$ cat config.mk
export PLATFORM = sky130hd
export DESIGN_NAME = bcd_conv_sched
export DESIGN_NICKNAME = d
export VERILOG_FILES = /design/src/rtl/bcd_conv_sched.sv
export SDC_FILE = /design/constraint.sdc
export NUM_CORES = 1
export LEC_CHECK = 0
export ABC_AREA = 1
export BUFFER_PORTS_ARGS = -buffer_cell sky130_fd_sc_hd__buf_2
export CORE_UTILIZATION = 45
export CTS_CLUSTER_SIZE = 40
export DETAILED_ROUTE_END_ITERATION = 10
export PLACE_DENSITY = 0.67
export SLEW_MARGIN = 40
export SYNTH_ARGS = -nofsm -noshare
export SYNTH_HDL_FRONTEND = slang
export SYNTH_SLANG_ARGS = --single-unit
$ cat constraint.sdc
create_clock -name clk -period 1.5 [get_ports clk]
set_input_delay 0.15 -clock clk [delete_from_list [all_inputs] [get_ports clk]]
set_output_delay 0.15 -clock clk [all_outputs]
set_load 0.05 [all_outputs]
$ cat src/rtl/bcd_conv_sched.sv
`default_nettype none
// ============================================================================
// Module   : bcd_conv_sched
// Brief    : Round-robin two-requester front end for a bit-serial BCD-to-binary
//            converter. Digit range checking: BCD_SCHED_RANGE_CHECK_EN.
// Revision : 1.0 - initial release
// ============================================================================
module bcd_conv_sched #(
    parameter int DIGITS = 2,
    parameter int BIN_W  = 7
) (
    input  logic                clk,
    input  logic                rst,
    input  logic [1:0]          req,
    input  logic [4*DIGITS-1:0] bcd0,
    input  logic [4*DIGITS-1:0] bcd1,
    output logic [1:0]          gnt,
    output logic                busy,
    output logic                done,
    output logic                done_id,
    output logic [BIN_W-1:0]    bin_out,
    output logic                err
);

    localparam int W     = 4 * DIGITS;
    localparam int CNT_W = (W > 2) ? $clog2(W) : 1;
    localparam logic [CNT_W-1:0] C_LAST = CNT_W'(W - 1);

    typedef enum logic [1:0] {
        S_IDLE  = 2'd0,
        S_CHECK = 2'd1,
        S_SHIFT = 2'd2,
        S_DONE  = 2'd3
    } state_t;

    state_t           state_q, state_d;
    logic [W-1:0]     scratch_q, scratch_d;
    logic [W-1:0]     acc_q, acc_d;
    logic [CNT_W-1:0] cnt_q, cnt_d;
    logic             last_q, last_d;
    logic             id_q, id_d;
    logic [1:0]       gnt_q, gnt_d;
    logic             busy_q, busy_d;
    logic             done_q, done_d;
    logic             done_id_q, done_id_d;
    logic             err_q, err_d;
    logic [BIN_W-1:0] bin_q, bin_d;

    logic [W-1:0]     w_acc_sh;
    logic [W-1:0]     w_scr_rs;
    logic [W-1:0]     w_scr_adj;
    logic             w_win_id;

    // Reverse double-dabble step: LSB moves into the accumulator, then each
    // digit that came out >= 8 after the halving gets 3 removed.
    assign w_acc_sh = {scratch_q[0], acc_q[W-1:1]};
    assign w_scr_rs = scratch_q >> 1;

    always_comb begin
        w_scr_adj = w_scr_rs;
        for (int i = 0; i < DIGITS; i++) begin
            if (w_scr_rs[4*i +: 4] >= 4'd8) begin
                w_scr_adj[4*i +: 4] = w_scr_rs[4*i +: 4] - 4'd3;
            end
        end
    end

`ifdef BCD_SCHED_RANGE_CHECK_EN
    logic w_bad;
    always_comb begin
        w_bad = 1'b0;
        for (int i = 0; i < DIGITS; i++) begin
            if (scratch_q[4*i +: 4] > 4'd9) begin
                w_bad = 1'b1;
            end
        end
    end
`endif

    // On a tie the requester that was not served last wins.
    assign w_win_id = (req == 2'b11) ? ~last_q : req[1];

    always_comb begin
        state_d   = state_q;
        scratch_d = scratch_q;
        acc_d     = acc_q;
        cnt_d     = cnt_q;
        last_d    = last_q;
        id_d      = id_q;
        gnt_d     = 2'b00;
        done_d    = 1'b0;
        done_id_d = done_id_q;
        bin_d     = bin_q;
        err_d     = err_q;

        case (state_q)
            S_IDLE, S_DONE: begin
                state_d = S_IDLE;
                if (|req) begin
                    scratch_d = w_win_id ? bcd1 : bcd0;
                    acc_d     = '0;
                    id_d      = w_win_id;
                    last_d    = w_win_id;
                    gnt_d     = w_win_id ? 2'b10 : 2'b01;
                    state_d   = S_CHECK;
                end
            end
            S_CHECK: begin
                state_d = S_SHIFT;
                cnt_d   = '0;
`ifdef BCD_SCHED_RANGE_CHECK_EN
                if (w_bad) begin
                    state_d   = S_DONE;
                    done_d    = 1'b1;
                    bin_d     = '1;
                    err_d     = 1'b1;
                    done_id_d = id_q;
                end
`endif
            end
            S_SHIFT: begin
                acc_d     = w_acc_sh;
                scratch_d = w_scr_adj;
                cnt_d     = cnt_q + 1'b1;
                if (cnt_q == C_LAST) begin
                    state_d   = S_DONE;
                    done_d    = 1'b1;
                    bin_d     = w_acc_sh[BIN_W-1:0];
                    err_d     = 1'b0;
                    done_id_d = id_q;
                end
            end
            default: state_d = S_IDLE;
        endcase

        busy_d = (state_d != S_IDLE);
    end

    always_ff @(posedge clk or posedge rst) begin
        if (rst) begin
            state_q   <= S_IDLE;
            scratch_q <= '0;
            acc_q     <= '0;
            cnt_q     <= '0;
            last_q    <= 1'b1;
            id_q      <= 1'b0;
            gnt_q     <= 2'b00;
            busy_q    <= 1'b0;
            done_q    <= 1'b0;
            done_id_q <= 1'b0;
            bin_q     <= '1;
            err_q     <= 1'b0;
        end else begin
            state_q   <= state_d;
            scratch_q <= scratch_d;
            acc_q     <= acc_d;
            cnt_q     <= cnt_d;
            last_q    <= last_d;
            id_q      <= id_d;
            gnt_q     <= gnt_d;
            busy_q    <= busy_d;
            done_q    <= done_d;
            done_id_q <= done_id_d;
            bin_q     <= bin_d;
            err_q     <= err_d;
        end
    end

    assign gnt     = gnt_q;
    assign busy    = busy_q;
    assign done    = done_q;
    assign done_id = done_id_q;
    assign bin_out = bin_q;
    assign err     = err_q;

endmodule
`default_nettype wire

==> results of run 1 <==
## cell families (layout without fill, tap and decap cells)
kind of cell,after synthesis,after routing
AOI/OAI and AO/OA,26,26
DFF,34,34
other,1,1
buffers and inverters,38,79
adders and majority gates,5,5
and+or+nand+nor,94,94
## repair_timing
item | in CTS | in global routing
hold buffers | 1 | 0
setup buffers | 2 | 0
resized for setup | 1 | 2
endpoints found under the hold margin | 26 | 0
setup endpoints to repair | 8 | 14
## state kept, by name, summed over array words and instances (netlist names)
register   flops
acc_q          7
busy           1
done           1
last_q         1
done_id        1
gnt            2
bin_out        7
state_q        2
cnt_q          3
id_q           1
scratch_q      8
## routing by layer
| layer | track usage | wire length (µm) | vias up |
|---|---|---|---|
| met5 | 0 | 0 | - |
| met4 | 0.08721 | 66 | 0 |
| met3 | 0.03832 | 149 | 7 |
| met2 | 0.2731 | 1336 | 40 |
| met1 | 0.2168 | 1434 | 616 |
| li1 | - | - | 701 |
## cells in the final DEF, fill, tap and decap left out
cell	Yosys	routed
dfrtp_1	26	26
nor2_4	1	1
o22ai_2	1	1
dfstp_2	8	8
clkbuf_1	1	1
conb_1	1	1
nor2_1	19	19
o21ai_1	7	7
nand2_1	47	47
inv_1	27	26
dlygate4sd3_1	0	1
o21ai_2	1	1
a21oi_1	4	4
clkbuf_4	0	5
a31oi_1	1	1
nand3_1	25	25
buf_4	1	8
nand2_4	1	1
buf_12	0	1
clkbuf_8	0	1
ha_4	0	1
nor2_2	1	1
o21ai_0	10	10
a22o_2	2	2
bufinv_16	0	1
ha_1	5	4
inv_2	3	4
buf_2	4	31
## power by group through the flow
stage	clock, mW	combinational [mW]	sequential [mW]
detailed placement	0	1.96	1.40
CTS	0.723	2.05	1.39
global route	0.760	2.34	1.43
global placement	0	1.92	1.40
floorplan	0	1.39	1.54
finish	0.696	2.07	1.39
## worst max-delay path, stage by stage (launching register included)
cell     delay (ns)
dfrtp_1        0.39
inv_2          0.08
ha_4           0.23
nor2_4         0.13
inv_2          0.06
nand2_4        0.12
buf_12         0.15
nand3_1        0.06
o21ai_1        0.09
## cell type report
cell class | count | area (µm²)
clock buffer | 7 | 55.05
clock inverter | 1 | 30.03
fill | 338 | 1421
inverter | 30 | 112.6
multi-input combinational | 126 | 633.1
sequential | 34 | 860.8
tap | 46 | 57.56
timing repair buffer | 41 | 245.2
## final timing paths
| kind | from | end | slack (ns) | depth (start not counted) |
|---|---|---|---|---|
| max | state_q[0]$_DFF_PP0_ | acc_q[1]$_DFFE_PP0P_ | 0.11 | 8 |
| min | bcd1[7] | scratch_q[7]$_DFFE_PP0P_ | 0.07 | 3 |
| max reg2reg | state_q[0]$_DFF_PP0_ | acc_q[1]$_DFFE_PP0P_ | 0.11 | 8 |
| min reg2reg | last_q$_DFFE_PP1P_ | last_q$_DFFE_PP1P_ | 0.48 | 2 |
| max in group asynchronous | rst | last_q$_DFFE_PP1P_ | 0.73 | 4 |
| min in group asynchronous | rst | acc_q[1]$_DFFE_PP0P_ | 0.44 | 4 |
## through the flow
stage | total power [mW] | hold slack [ns] | util | worst slack (ns) | area (µm²)
after CTS | 4.163 | 0.04825 | 0.5810 | 0.004918 | 1984
after global routing | 4.527 | 0.07212 | 0.5839 | 0.02122 | 1994
after floorplan | 2.937 | 0.2535 | - | 0.1311 | 1652
after detailed placement | 3.362 | 0.2616 | 0.5480 | -0.04039 | 1872
final | 4.163 | 0.06675 | 0.5839 | 0.1070 | 1994
after global placement | 3.324 | 0.2601 | 0.5480 | 0.03163 | 1872
==> out/qor.txt, run 1 <==
STATUS
-------------------------------------------------------------------------------------------------
Outcome                                                                                 completed

GRT
-------------------------------------------------------------------------------------------------
Overall overflow remaining after global route                                                   0
Vias in the first global route                                                              1,192
GRT Util Overall                                                                           0.1710
Maximum number of pins on one net before global-route repair                                   35
Initial antenna violation count                                                                 0
Global-route wire length before repair                                                    5147 µm

POWER AND IR DROP
-------------------------------------------------------------------------------------------------
Net load switching power                                                                 1.743 mW
Maximum ir drop on the vdd rail                                                        0.001084 V
Leakage Power                                                                            1.060 nW
Share of total power in combinational logic                                                 0.498
Sequential fraction of design power                                                         0.335
Clock power share                                                                           0.167
Pwr/cell area                                                                         2087 mW/mm²
Internal power                                                                           2.420 mW
Sw frac                                                                                    0.4187

LOGIC SYNTHESIS
-------------------------------------------------------------------------------------------------
Yosys warns                                                                                     0
Largest area contributor in the netlist                                                   dfrtp_1
Largest family of logic cells by synthesized area                                    simple AND/OR/NAND/NOR gates
Syn Inst Count                                                                                198
Mapped Area                                                                          0.001652 mm²
Synthesis-stage register bit count                                                             34
Cell types with the largest area share after synthesis                               dfrtp_1 (39%), dfstp_2 (13%), nand2_1 (11%)
Xor/xnor share of the synthesized area                                                          0
Area share of the leading cell type in the synthesized netlist                             0.3939
Number of distinct library cell variants in the gate-level netlist after synthesis             24
Ys async rst share                                                                          1.000
Post-synth top cells                                                                 nand2_1 (47), inv_1 (27), dfrtp_1 (26)
Adder-cell area share of the yosys netlist                                                0.03788
Leading cell type by number of instances after synthesis                                  nand2_1
Fraction of the mapped netlist area in simple logic gates                                  0.2432
Number of nets produced by synthesis                                                          223
EDFF count, synth                                                                               0
Register area share after synthesis                                                        0.5212
Commonest register cell after synthesis                                                   dfrtp_1
Share of synthesized area spent on multiplexers                                                 0
Complex-gate fraction of the synthesized area                                             0.09242
Mean cell area of the mapped netlist                                                    8.341 µm²

CLOCK NETWORK
-------------------------------------------------------------------------------------------------
H-tree Lvls                                                                                     2
Root buffer selected by CTS                                                              clkbuf_4
Inserted Clock Buffers                                                                          5
Clock-pin slew on the worst setup and hold paths                                          0.10 ns
Worst-case clock buffer depth                                                                   2
Number of sinks driven by the clock tree                                                       34
TritonCTS clock tree                                                                         done
Later-pin clock latency in the skew report                                                0.33 ns

FLOORPLANNING
-------------------------------------------------------------------------------------------------
Core Area                                                                            0.003416 mm²
Die width                                                                                62.58 µm
Overall die area                                                                     0.003916 mm²
Number of ports placed on the die boundary                                                     33
Starting density of the core                                                               0.4835
Floorplan die height                                                                     62.58 µm
Row Count                                                                                      21

DRT
-------------------------------------------------------------------------------------------------
Starting DRC count in detailed routing                                                         46
Wire length per cell                                                                     10.48 µm
Vias per cell                                                                               4.786
Number of search-and-repair iterations in the first detailed-routing pass                       4
Routed via count                                                                            1,364
Final WL                                                                                  2987 µm
Remaining antenna violation count after routing                                                 0
DR DRC count                                                                                    0

LAYOUT
-------------------------------------------------------------------------------------------------
Filler-free cell count of the finished design                                                 285
Nets                                                                                          263
Final antenna diode count                                                                       0
Growth of design area from synthesis to finish                                             20.76%
Share of cells above drive strength 1                                                      0.2803

RUN
-------------------------------------------------------------------------------------------------
Number of max-capacitance violations reported                                                   0

STA
-------------------------------------------------------------------------------------------------
Number of max-slew violations in the final report                                               0
Aggregate negative setup slack                                                               0 ns
Final period utilization                                                                   0.9287
Final critical-path required period                                                      1.393 ns
Worst clock skew on the final layout                                                  0.005581 ns
Max Fclk                                                                                717.9 MHz
Final setup violation count                                                                     0
Fin. Hold Viols                                                                                 0
RSZ-0062 raised after global routing                                                           no

PLACE
-------------------------------------------------------------------------------------------------
Post-DP HPWL                                                                              2177 µm
Placed Cells                                                                                  274
Number of input and output port buffers inserted                                               31
Routability congestion estimate                                                            0.7518

CRITICAL PATH
-------------------------------------------------------------------------------------------------
Critical Path RT                                                                          1.76 ns
Kind of critical path                                                                     reg2reg
Setup crit end kind                                                                     flip-flop
Arrival time of the worst setup path                                                      1.65 ns
Kind of start point of the critical path                                                flip-flop
Peak fanout along the critical path                                                            15

WORST HOLD PATH
-------------------------------------------------------------------------------------------------
Hold WC Path Type                                                                          in2reg

Note: power is estimated with default switching activity, not from simulation.
==> run 2: changes to the inputs <==
--- a/config.mk
+++ b/config.mk
@@ -10,6 +10,7 @@
 export CORE_UTILIZATION = 45
 export CTS_CLUSTER_SIZE = 40
 export DETAILED_ROUTE_END_ITERATION = 10
+export GPL_TIMING_DRIVEN = 0
 export PLACE_DENSITY = 0.67
 export SLEW_MARGIN = 40
 export SYNTH_ARGS = -nofsm -noshare
==> run 2 against run 1 <==
- sequential share of layout area rose by 0.66 points
- largest cell class unchanged
- flip-flop and latch count unchanged
- hold slack got worse by 0.012 ns
- critical path type unchanged
- global-route usage rose by 0.59 points
==> out/qor.txt, run 2 (synthesis gave the netlist of run 1 again) <==
PLACE
----------------------------------------------------------------------------------------
Number of input and output port buffers inserted                                      31   unchanged
Post-placement setup slack                                                   -0.08374 ns   -0.04334 ns
Post-DP HPWL                                                                     2217 µm   +1.8%
Routability congestion estimate                                                   0.7348   -2.3%
Placed Cells                                                                         275   +0.36%

CLOCK NETWORK
----------------------------------------------------------------------------------------
Clock-pin slew on the worst setup and hold paths                                 0.11 ns   about the same
Number of sinks driven by the clock tree                                              34   unchanged
Root buffer selected by CTS                                                     clkbuf_4
Worst-case clock buffer depth                                                          2   unchanged
Inserted Clock Buffers                                                                 5   unchanged
Later-pin clock latency in the skew report                                       0.34 ns   about the same
H-tree Lvls                                                                            2   unchanged
TritonCTS clock tree                                                                done
Setup Fix Bufs, Post-CTS                                                               0   -2

DRT
----------------------------------------------------------------------------------------
Vias per cell                                                                      4.625   -3.4%
Number of search-and-repair iterations in the first detailed-routing pass              4   unchanged
Routed via count                                                                   1,309   -4.0%
Starting DRC count in detailed routing                                                34   -26%
Final WL                                                                         3019 µm   +1.1%
DR DRC count                                                                           0   unchanged
Wire length per cell                                                            10.67 µm   +1.8%
Remaining antenna violation count after routing                                        0   unchanged

STA
----------------------------------------------------------------------------------------
Setup WS post-layout                                                           0.1134 ns   +0.006461 ns
Final hold slack                                                              0.05514 ns   -0.01161 ns
Max Fclk                                                                       721.2 MHz   +0.47%
RSZ-0062 raised after global routing                                                  no
Slew at the pin with the worst max-slew slack                                  0.6935 ns
Final period utilization                                                          0.9244   -0.004307
Number of max-slew violations in the final report                                      0   unchanged
Fin. Hold Viols                                                                        0   unchanged
Final critical-path required period                                             1.387 ns   -0.006461 ns
Worst clock skew on the final layout                                          0.01418 ns   +0.008600 ns
Final setup violation count                                                            0   unchanged
Relative slew margins                                                             0.5370

CRITICAL PATH
----------------------------------------------------------------------------------------
Register-to-Register Setup Slack                                                 0.11 ns   about the same
Kind of critical path                                                            reg2reg
Setup crit end kind                                                            flip-flop
Kind of start point of the critical path                                       flip-flop
Source of the worst register-to-register timing path                        state_q[0]$_DFF_PP0_
RR Endpoint                                                                 acc_q[1]$_DFFE_PP0P_
Longest individual stage delay on the worst path                                 0.39 ns   about the same
Peak fanout along the critical path                                                   10   -5
Top cell family by delay on the critical path                                 flip-flops
FF-to-FF path depth                                                                    7   -1
Cell with the largest stage delay on the worst path                              dfrtp_1
Critical Path RT                                                                 1.72 ns   -0.04 ns
Buffering stage count on the worst path with inverters included                        2   -1
Arrival time of the worst setup path                                             1.60 ns   -0.05 ns
Cell chain of the critical path                                             inv_2, ha_4, o21ai_2, nand2_4, buf_8, nand3_1, o21ai_1

FLOORPLANNING
----------------------------------------------------------------------------------------
Row Count                                                                             21   unchanged
Core Area                                                                   0.003416 mm²   unchanged
Starting density of the core                                                      0.4835   unchanged
Die width                                                                       62.58 µm   unchanged
Number of ports placed on the die boundary                                            33   unchanged
Floorplan die height                                                            62.58 µm   unchanged
Overall die area                                                            0.003916 mm²   unchanged

POWER AND IR DROP
----------------------------------------------------------------------------------------
Overall power consumption                                                       4.020 mW   -3.4%
Pwr/cell area                                                                2047 mW/mm²   -1.9%
Maximum ir drop on the vdd rail                                               0.001288 V   +19%
Leakage Power                                                                   1.046 nW   -1.4%

WORST HOLD PATH
----------------------------------------------------------------------------------------
WHS Path Cells                                                                         3   unchanged
Hold path startpoint                                                              req[0]
Terminating pin of the worst hold path                                      busy$_DFF_PP0_
Hold WC Path Type                                                                 in2reg

LAYOUT
----------------------------------------------------------------------------------------
Max FFs per register                                                                   8   unchanged
Commonest non-fill, non-tap cell in the layout                                   nand2_1
Growth of design area from synthesis to finish                                    18.94%
Share of cells above drive strength 1                                             0.2869   +0.006585
Commonest non-fill, non-tap cells in the layout                             nand2_1 (46), buf_2 (35), dfrtp_1 (26)
Filler-free cell count of the finished design                                        283   -0.70%
Nets                                                                                 261   -0.76%
Final antenna diode count                                                              0   unchanged
Core Util, Final                                                                  0.5751   -0.008791
Largest register by flop count                                                 scratch_q

GRT
----------------------------------------------------------------------------------------
Global-route wire length before repair                                           5333 µm   +3.6%
Maximum number of pins on one net before global-route repair                          35   unchanged
Overall overflow remaining after global route                                          0   unchanged
GRT Util Overall                                                                  0.1768   +0.005851
Initial antenna violation count                                                        0   unchanged
Vias in the first global route                                                     1,206   +1.2%

STATUS
----------------------------------------------------------------------------------------
Outcome                                                                        completed

RUN
----------------------------------------------------------------------------------------
Number of max-capacitance violations reported                                          0   unchanged

[run 2: worst max path at each step]
stage | from | endpoint | cells after the start
floorplan | cnt_q[0]$_DFFE_PP0N_ | done_id$_DFFE_PP0P_ | 5
global placement | cnt_q[0]$_DFFE_PP0N_ | done_id$_DFFE_PP0P_ | 5
detailed placement | cnt_q[0]$_DFFE_PP0N_ | done_id$_DFFE_PP0P_ | 5
CTS | state_q[0]$_DFF_PP0_ | acc_q[1]$_DFFE_PP0P_ | 8
global route | state_q[0]$_DFF_PP0_ | scratch_q[4]$_DFFE_PP0P_ | 10
finish | state_q[0]$_DFF_PP0_ | acc_q[1]$_DFFE_PP0P_ | 7
[run 2: repair_timing]
| item | CTS | global route |
|---|---|---|
| endpoints found under the setup margin | 24 | 13 |
| gates resized for setup | 4 | 1 |
| pin swaps | 0 | 1 |
| gates cloned | 0 | 0 |
| hold buffers | 1 | 0 |
| endpoints found under the hold margin | 26 | 0 |
[run 2: report_power, final]
| group | internal (mW) | switching, mW | total, mW |
|---|---|---|---|
| clock | 0.320 | 0.291 | 0.611 |
| sequential | 1.22 | 0.170 | 1.39 |
| combinational | 0.729 | 1.29 | 2.02 |
| total | 2.27 | 1.75 | 4.02 |
[run 2: final cells by class]
type                       instances  area [µm²]
fill                             343        1451
sequential                        34       860.8
multi-input combinational        126       635.6
timing repair buffer              32       165.2
inverter                          30       112.6
clock buffer                       8       78.83
tap                               46       57.56
buffer                             7       53.80
[run 2: stage by stage]
step           TNS (ns)  area, µm²
4_1_cts               0       1969
6_report              0       1964
5_1_grt               0       1964
3_3_place_gp    -0.2037       1864
2_1_floorplan         0       1652
3_5_place_dp    -0.6632       1864
[run 2: tightest hold or removal path: cells and delay by family]
kind,cells,cell delay [ns]
simple gates,2,0.11
buf+inv,1,0.10
[run 2: metal layers]
metal	vias to the layer above	global-route usage	share of wire
met1	574	0.2062	0.48
li1	693	-	-
met4	0	0.06977	0.018
met5	-	0	0
met2	36	0.3057	0.46
met3	6	0.04927	0.043
